**src/rtl/uart_mmio_unit.sv**
```systemverilog
// Memory-mapped UART behind the LSU: DATA/STATUS registers, 8N1 TX and RX
// engines, and a registered get pulse that completes UART loads.
module uart_mmio_unit #(
    parameter int CLKS_PER_BIT = 868,
    parameter int SYNC_STAGES  = 2
) (
    input  logic        clk,
    input  logic        rst,
    input  logic        uart,
    input  logic        write,
    input  logic        read,
    input  logic [31:0] address,
    input  logic [31:0] wdata,
    input  logic        rx,
    output logic        tx,
    output logic [31:0] rdata,
    output logic        get,
    output logic        tx_busy
);

    localparam int CW = $clog2(CLKS_PER_BIT);
    localparam logic [CW-1:0] BIT_LAST  = CW'(CLKS_PER_BIT - 1);
    localparam logic [CW-1:0] HALF_LAST = CW'(CLKS_PER_BIT / 2 - 1);

    typedef enum logic [1:0] {TX_IDLE, TX_START, TX_DATA, TX_STOP} tx_state_t;
    typedef enum logic [1:0] {RX_IDLE, RX_START, RX_DATA, RX_STOP} rx_state_t;

    tx_state_t        tx_state;
    logic [CW-1:0]    tx_cnt;
    logic [2:0]       tx_bit;
    logic [7:0]       tx_shift;

    rx_state_t        rx_state;
    logic [CW-1:0]    rx_cnt;
    logic [2:0]       rx_bit;
    logic [7:0]       rx_shift;
    logic [SYNC_STAGES-1:0] rx_sync;
    logic             rx_s;
    logic             rx_prev;

    logic             rx_valid;
    logic [7:0]       rx_buf;
    logic             rx_overrun;
    logic             rx_frame_err;
    logic             tx_drop;

    logic [1:0]       reg_sel;
    logic             is_write;
    logic             is_read;
    logic             data_store;
    logic             load_fire;
    logic             data_take;
    logic             status_take;
    logic             rx_stop_sample;
    logic             rx_done_ok;
    logic             rx_done_err;
    logic [31:0]      status;
    logic [31:0]      load_value;
    logic             unused_bits;

    assign unused_bits = ^{address[31:4], address[1:0], wdata[31:8]};
    assign reg_sel     = address[3:2];
    assign rx_s        = rx_sync[SYNC_STAGES-1];

    // A load is only considered while get is low, so a held read after a
    // pulse starts a fresh access one cycle later.
    always_comb begin
        is_write       = uart & write;
        is_read        = uart & read & ~write;
        data_store     = is_write && (reg_sel == 2'd0);
        load_fire      = is_read && !get && ((reg_sel != 2'd0) || rx_valid);
        data_take      = load_fire && (reg_sel == 2'd0);
        status_take    = load_fire && (reg_sel == 2'd1);
        rx_stop_sample = (rx_state == RX_STOP) && (rx_cnt == BIT_LAST);
        rx_done_ok     = rx_stop_sample & rx_s;
        rx_done_err    = rx_stop_sample & ~rx_s;
        status         = {27'b0, tx_drop, rx_frame_err, rx_overrun, tx_busy, rx_valid};
        case (reg_sel)
            2'd0:    load_value = {24'b0, rx_buf};
            2'd1:    load_value = status;
            default: load_value = '0;
        endcase
    end

    always_ff @(posedge clk) begin
        if (rst) begin
            tx_state <= TX_IDLE;
            tx_cnt   <= '0;
            tx_bit   <= '0;
            tx_shift <= '0;
            tx       <= 1'b1;
            tx_busy  <= 1'b0;
        end else begin
            case (tx_state)
                TX_IDLE: begin
                    if (data_store) begin
                        tx_shift <= wdata[7:0];
                        tx       <= 1'b0;
                        tx_busy  <= 1'b1;
                        tx_cnt   <= '0;
                        tx_state <= TX_START;
                    end
                end
                TX_START: begin
                    if (tx_cnt == BIT_LAST) begin
                        tx_cnt   <= '0;
                        tx_bit   <= '0;
                        tx       <= tx_shift[0];
                        tx_state <= TX_DATA;
                    end else begin
                        tx_cnt <= tx_cnt + 1'b1;
                    end
                end
                TX_DATA: begin
                    if (tx_cnt == BIT_LAST) begin
                        tx_cnt <= '0;
                        if (tx_bit == 3'd7) begin
                            tx       <= 1'b1;
                            tx_state <= TX_STOP;
                        end else begin
                            tx_bit   <= tx_bit + 1'b1;
                            tx_shift <= {1'b0, tx_shift[7:1]};
                            tx       <= tx_shift[1];
                        end
                    end else begin
                        tx_cnt <= tx_cnt + 1'b1;
                    end
                end
                TX_STOP: begin
                    if (tx_cnt == BIT_LAST) begin
                        tx_cnt   <= '0;
                        tx_busy  <= 1'b0;
                        tx_state <= TX_IDLE;
                    end else begin
                        tx_cnt <= tx_cnt + 1'b1;
                    end
                end
                default: tx_state <= TX_IDLE;
            endcase
        end
    end

    always_ff @(posedge clk) begin
        if (rst) begin
            rx_sync <= '1;
        end else begin
            rx_sync[0] <= rx;
            for (int unsigned i = 1; i < SYNC_STAGES; i++) begin
                rx_sync[i] <= rx_sync[i-1];
            end
        end
    end

    // START waits half a bit so every later sample lands mid-bit.
    always_ff @(posedge clk) begin
        if (rst) begin
            rx_state <= RX_IDLE;
            rx_cnt   <= '0;
            rx_bit   <= '0;
            rx_shift <= '0;
            rx_prev  <= 1'b1;
        end else begin
            rx_prev <= rx_s;
            case (rx_state)
                RX_IDLE: begin
                    if (rx_prev && !rx_s) begin
                        rx_cnt   <= '0;
                        rx_state <= RX_START;
                    end
                end
                RX_START: begin
                    if (rx_cnt == HALF_LAST) begin
                        rx_cnt   <= '0;
                        rx_bit   <= '0;
                        rx_state <= rx_s ? RX_IDLE : RX_DATA;
                    end else begin
                        rx_cnt <= rx_cnt + 1'b1;
                    end
                end
                RX_DATA: begin
                    if (rx_cnt == BIT_LAST) begin
                        rx_cnt   <= '0;
                        rx_shift <= {rx_s, rx_shift[7:1]};
                        if (rx_bit == 3'd7) begin
                            rx_state <= RX_STOP;
                        end else begin
                            rx_bit <= rx_bit + 1'b1;
                        end
                    end else begin
                        rx_cnt <= rx_cnt + 1'b1;
                    end
                end
                RX_STOP: begin
                    if (rx_cnt == BIT_LAST) begin
                        rx_cnt   <= '0;
                        rx_state <= RX_IDLE;
                    end else begin
                        rx_cnt <= rx_cnt + 1'b1;
                    end
                end
                default: rx_state <= RX_IDLE;
            endcase
        end
    end

    // Sticky flags: a set in the same cycle as a STATUS read wins over the clear.
    always_ff @(posedge clk) begin
        if (rst) begin
            get          <= 1'b0;
            rdata        <= '0;
            rx_valid     <= 1'b0;
            rx_buf       <= '0;
            rx_overrun   <= 1'b0;
            rx_frame_err <= 1'b0;
            tx_drop      <= 1'b0;
        end else begin
            get   <= load_fire;
            rdata <= load_fire ? load_value : '0;
            if (rx_done_ok && (!rx_valid || data_take)) begin
                rx_buf   <= rx_shift;
                rx_valid <= 1'b1;
            end else if (data_take) begin
                rx_valid <= 1'b0;
            end
            rx_overrun   <= (rx_done_ok && rx_valid && !data_take) || (rx_overrun && !status_take);
            rx_frame_err <= rx_done_err || (rx_frame_err && !status_take);
            tx_drop      <= (data_store && tx_busy) || (tx_drop && !status_take);
        end
    end

endmodule

```
**config.mk**
```make
export PLATFORM = sky130hd
export DESIGN_NAME = uart_mmio_unit
export DESIGN_NICKNAME = d
export VERILOG_FILES = /design/src/rtl/uart_mmio_unit.sv
export SDC_FILE = /design/constraint.sdc
export NUM_CORES = 1
export LEC_CHECK = 0
export ABC_AREA = 0
export CAP_MARGIN = 10
export CELL_PAD_IN_SITES_DETAIL_PLACEMENT = 1
export CELL_PAD_IN_SITES_GLOBAL_PLACEMENT = 1
export CORE_MARGIN = 1
export CORE_UTILIZATION = 38
export DETAILED_ROUTE_END_ITERATION = 16
export HOLD_SLACK_MARGIN = 0.02
export PLACE_DENSITY_LB_ADDON = 0.1
export SLEW_MARGIN = 5
export SYNTH_ARGS = -nofsm -noshare
export SYNTH_HDL_FRONTEND = slang
export SYNTH_SLANG_ARGS = --single-unit
```
**constraint.sdc**
```tcl
create_clock -name clk -period 4.46 [get_ports clk]
set_clock_uncertainty 0.05 [all_clocks]
set_input_delay 0.892 -clock clk [delete_from_list [all_inputs] [get_ports clk]]
set_output_delay 0.892 -clock clk [all_outputs]
set_load 0.05 [all_outputs]
```
Yosys cells after proc, flatten, opt, wreduce, memory -nomap -nowiden
Cells that the tools add are included.
W data, S select, Z words.
Storage, ports and cells
  register bits after elaboration: 96
  output and inout bits: 35
  word-level logic and storage cells: 143
Cells by class
  add/subtract/negate cells: 4
  eq/ne operators: 24
  muxes and demuxes: 43
  bitwise operators: 8
  reduce and logical (&&, ||, !) cells: 45
Operators by type and width (number)
  $mux W10: 5
  $pmux W8 S2: 2
  $pmux W10 S3: 1
  $mux W8: 3
  $mux W2: 11
  $ne A2 B2 Y1 const B: 11
  $add A10 B1 Y10 const B: 2
  $eq A10 B10 Y1 const B: 2
  $pmux W10 S2: 1
  $mux W3: 6
  $pmux W2 S4: 2
  $reduce_and A4 Y1: 4
  $logic_and A1 B1 Y1: 14
  $pmux W3 S2: 2
  $reduce_bool A2 Y1: 6
  $eq A10 B9 Y1 const B: 1
  $reduce_and A5 Y1: 2
  $eq A2 B2 Y1 const B: 4
  $mux W1: 8
  $add A3 B1 Y3 const B: 2
  $eq A2 B1 Y1 const B: 3
  $eq A3 B3 Y1 const B: 2
  $logic_not A2 Y1: 3
  $and A1 B1 Y1: 5
  other kinds (11): 22

Logic depth before layout (Yosys ltp)
  word-level depth: 8
  mapped depth: 8
  mapped depth without buffers: 6

Worst setup path after synthesis
OpenSTA, ideal clock, no wires.
  path type: input to register
  start point: input address[3]
  end point: register tx_cnt[0]
  library setup time: 0.137 ns
  data arrival time: 1.997 ns
  data required time: 4.273 ns
  setup slack: 2.276 ns
  cell stages on the path: 6
  path buffers: 2
  path through: nand4bb_1 -> clkbuf_1 -> nand2_1 -> clkbuf_1 -> xnor2_1 -> nor2_1
On the way
  cells in the longest elaborated chain, start to end: 3
Ends and longest elaborated chain
  start, declared: line 12  | input logic [31:0] address,
  $logic_not A2 Y1: line 70  | data_store = is_write && (reg_sel == 2'd0);
  $logic_and A1 B1 Y1: line 70
  $ne A2 B2 Y1 (no line)
  end signal, assigned: line 111  | tx_cnt <= tx_cnt + 1'b1;
  end signal, assigned: line 126  | tx_cnt <= tx_cnt + 1'b1;
  end signal, assigned: line 135  | tx_cnt <= tx_cnt + 1'b1;
  end, declared: line 29  | logic [CW-1:0] tx_cnt;
No other way between the ends.
A chain may end at the register's enable or synchronous reset.

Final worst setup path
  start point: input address[2]
  end point: register tx_cnt[2]
The elaborated chain is that of the path after synthesis.

==> impl_results.rst <==
.. list-table::
   :header-rows: 1

   * - Metric
     - Value
   * - Core Footprint
     - 9371 um2
   * - Hold Worst Slack
     - 0.3895 ns
   * - Clock tree from TritonCTS
     - built
   * - Final cell count without fillers
     - 575
   * - Classification of the worst-slack hold path
     - reg2reg
   * - Commonest cells after routing, fill and taps aside
     - sky130_fd_sc_hd__dfxtp_1 (72), sky130_fd_sc_hd__nand2_1 (46), sky130_fd_sc_hd__nor2_1 (43), sky130_fd_sc_hd__mux2i_1 (33), sky130_fd_sc_hd__clkdlybuf4s50_1 (26)
   * - Number of cells after detailed placement
     - 559
   * - Number of max-cap violations
     - 0
   * - H-tree depth
     - 3
   * - X dimension of the die
     - 101.2 um
   * - Number of antenna cells inserted
     - 0
   * - Overall die height
     - 101.2 um
   * - Share of layout cells above drive strength 1
     - 6.726%
   * - Total CTS buffers
     - 9
   * - Average via count per standard cell
     - 5.233
   * - Largest net degree at the start of global routing
     - 37
   * - Post-synthesis sequential element count
     - 72
   * - Commonest non-fill, non-tap cell in the layout
     - sky130_fd_sc_hd__dfxtp_1
   * - Post-DRT Antenna Nets
     - 0
   * - Worst Tran Pin Value
     - 0.9472 ns
   * - Final setup violation count
     - 0
   * - Power per cell area
     - 399.7 nW/um2
   * - Leak
     - 1.488 nW
   * - Synth warn
     - 0
   * - Predominant post-synthesis flop cell
     - sky130_fd_sc_hd__dfxtp_1
   * - Number of cell rows
     - 35
   * - Final min period
     - 2.806 ns
   * - Filler instances
     - 1133
   * - Number of top-level design ports
     - 105
   * - Area growth from synthesis to final layout
     - 12.54%
   * - Post-layout net count
     - 524
   * - CTS clk-pin slew, worst paths
     - 0.08 ns
   * - Setup TNS
     - 0 ns
   * - Routability Congestion
     - 0.7852
   * - Hold violation count in the final report
     - 0
   * - Post-Syn Area
     - 3741 um2
   * - Async S/R FF share, synth
     - 0%
   * - HPWL after DPL
     - 5.794 mm
   * - Global-route wire length before repair
     - 14.48 mm
   * - Post-route core utilization
     - 44.93%
   * - Share of the clock period used by the worst path
     - 62.91%
   * - Crit start category
     - input pin
   * - Mean cell area of the mapped netlist
     - 8.844 um2
   * - Violation count after the first detailed-routing iteration
     - 58
   * - Total Die Area
     - 10250 um2
   * - Worst IR Drop VDD
     - 207.0 uV
   * - CP Data Required Time
     - 4.63 ns
   * - Total routing resource utilization after global routing
     - 18.07%
   * - Effective utilization at floorplan
     - 39.92%
   * - DR pass1 iterations
     - 4
   * - Detailed-route wire length per cell
     - 14.61 um
   * - Overflow after GRT
     - 0
   * - Largest fanout on the critical path
     - 12
   * - Number of antenna violations at the first check in global routing
     - 0
   * - Clock insertion delay at the later pin of the skew report
     - 0.36 ns
   * - Setup slack of the critical path after layout
     - 1.654 ns
   * - IO buf count
     - 26
   * - WP data arrival
     - 2.97 ns
   * - Outcome
     - finished clean
   * - Via count of the first global-routing pass
     - 2972
   * - Number of hold-repair buffers added at the cts stage
     - 0
   * - Worst slew margin relative to its limit
     - 36.85%
   * - RSZ-0062 raised after global routing
     - false
   * - Sequential fraction of the synthesis area
     - 38.53%
   * - Root buf cell
     - sky130_fd_sc_hd__clkbuf_8
   * - Setup Fix Bufs, Post-CTS
     - 0
   * - Number of distinct library cells after synthesis
     - 54
   * - Cells resized by post-CTS repair
     - 0
   * - Worst slack after detailed placement
     - 1.225 ns
   * - Routed Wire Length
     - 8.398 mm
   * - Achievable clock frequency
     - 0.3564 GHz
   * - Sink Count
     - 72
   * - Slew Limit Fails
     - 0
   * - Number of enable-type register cells in the synthesized netlist
     - 0
   * - Kind of end point of the critical path
     - register
   * - Number of design rule violations left after detail routing
     - 0
   * - Critical path start-end classification
     - in2reg
   * - Via count of the routed design
     - 3009
   * - Number of buffers between clock root and the deepest sink
     - 2
   * - Gate Count Post-Synth
     - 423
-- cells in the mapped netlist, types with 4 or more instances --
cell type,instances,area [um2]
sky130_fd_sc_hd__a211oi_1,5,37.54
sky130_fd_sc_hd__nand3_1,14,70.07
sky130_fd_sc_hd__o211ai_1,4,30.03
sky130_fd_sc_hd__clkbuf_1,19,71.32
sky130_fd_sc_hd__and2_1,9,56.30
sky130_fd_sc_hd__o21ai_0,5,25.02
sky130_fd_sc_hd__a311oi_1,8,70.07
sky130_fd_sc_hd__a2111oi_0,4,35.03
sky130_fd_sc_hd__nor2b_1,4,25.02
sky130_fd_sc_hd__nor3_1,5,25.02
sky130_fd_sc_hd__buf_4,26,195.2
sky130_fd_sc_hd__dfxtp_1,72,1441
sky130_fd_sc_hd__ha_1,13,162.7
sky130_fd_sc_hd__a22oi_1,4,30.03
sky130_fd_sc_hd__inv_1,11,41.29
sky130_fd_sc_hd__a21oi_1,21,105.1
sky130_fd_sc_hd__nand2b_1,8,50.05
sky130_fd_sc_hd__nand2_1,46,172.7
sky130_fd_sc_hd__mux2i_1,33,330.3
sky130_fd_sc_hd__xnor2_1,10,87.58
sky130_fd_sc_hd__o2111ai_1,4,35.03
sky130_fd_sc_hd__nor2_1,43,161.4
-- metrics by stage --
step / power, mW / cell area [um2]
3_3_place_gp: 1.152 / 4008
2_1_floorplan: 1.090 / 3827
4_1_cts: 1.711 / 4210
6_report: 1.683 / 4210
3_5_place_dp: 1.160 / 4008
5_1_grt: 1.783 / 4210
-- power breakdown --
group	internal, mW	switching (mW)	total, mW
registers	0.693	0.0340	0.727
logic	0.138	0.279	0.416
clock network	0.263	0.276	0.539
-- layer usage --
metal / GRT usage, % / vias up / wire (um)
met5: 0 / - / 0
met4: 6.132 / 0 / 121
met3: 4.762 / 11 / 225
met2: 30.40 / 38 / 4113
met1: 22.39 / 1465 / 3938
li1: - / 1495 / -
-- state kept, by name, indices dropped and copies added, names as in the netlist, 2 cells and up, named ones only --
signal and count:
rx_buf 8, tx_bit 3, tx_shift 8, tx_state 2, rx_shift 8, rdata 8
rx_cnt 10, rx_bit 3, tx_cnt 10, rx_sync 2
-- cell type report --
type	count	area [um2]	area share (%)
clock buffer	9	123.9	2.942
multi-input combinational	315	2066	49.06
tap	129	161.4	3.834
sequential	72	1441	34.23
timing repair buffer	30	290.3	6.894
inverter	13	48.80	1.159
clock inverter	7	78.83	1.872
-- critical path: stages --
cell and delay [ns]:
sky130_fd_sc_hd__clkdlybuf4s50_1 0.65, sky130_fd_sc_hd__nand4bb_1 0.30, sky130_fd_sc_hd__buf_4 0.20, sky130_fd_sc_hd__and2_1 0.23, sky130_fd_sc_hd__o21ai_1 0.58, sky130_fd_sc_hd__nor2_1 0.11
-- logic make-up (layout without fill, tap and decap cells) --
group | Yosys count | count (layout) | synth area share [%]
xor+xnor | 11 | 11 | 2.575
other cells | 1 | 24 | 0.1002
mux | 33 | 33 | 8.830
compound gates | 78 | 78 | 15.52
simple gates | 156 | 156 | 21.37
flops | 72 | 72 | 38.53
buf+inv | 59 | 59 | 8.729
fa+ha+maj | 13 | 13 | 4.348
-- worst paths after layout --
path,slack (ns),depth (start not counted),start,endpoint
setup / recovery,1.65,6,address[2],tx_cnt[2]
hold / removal,0.39,1,rx_sync[0],rx_sync[1]
setup reg to reg,1.73,6,tx_state[0],tx_shift[4]
hold reg to reg,0.39,1,rx_sync[0],rx_sync[1]
Power figures use the tool's default switching activity.
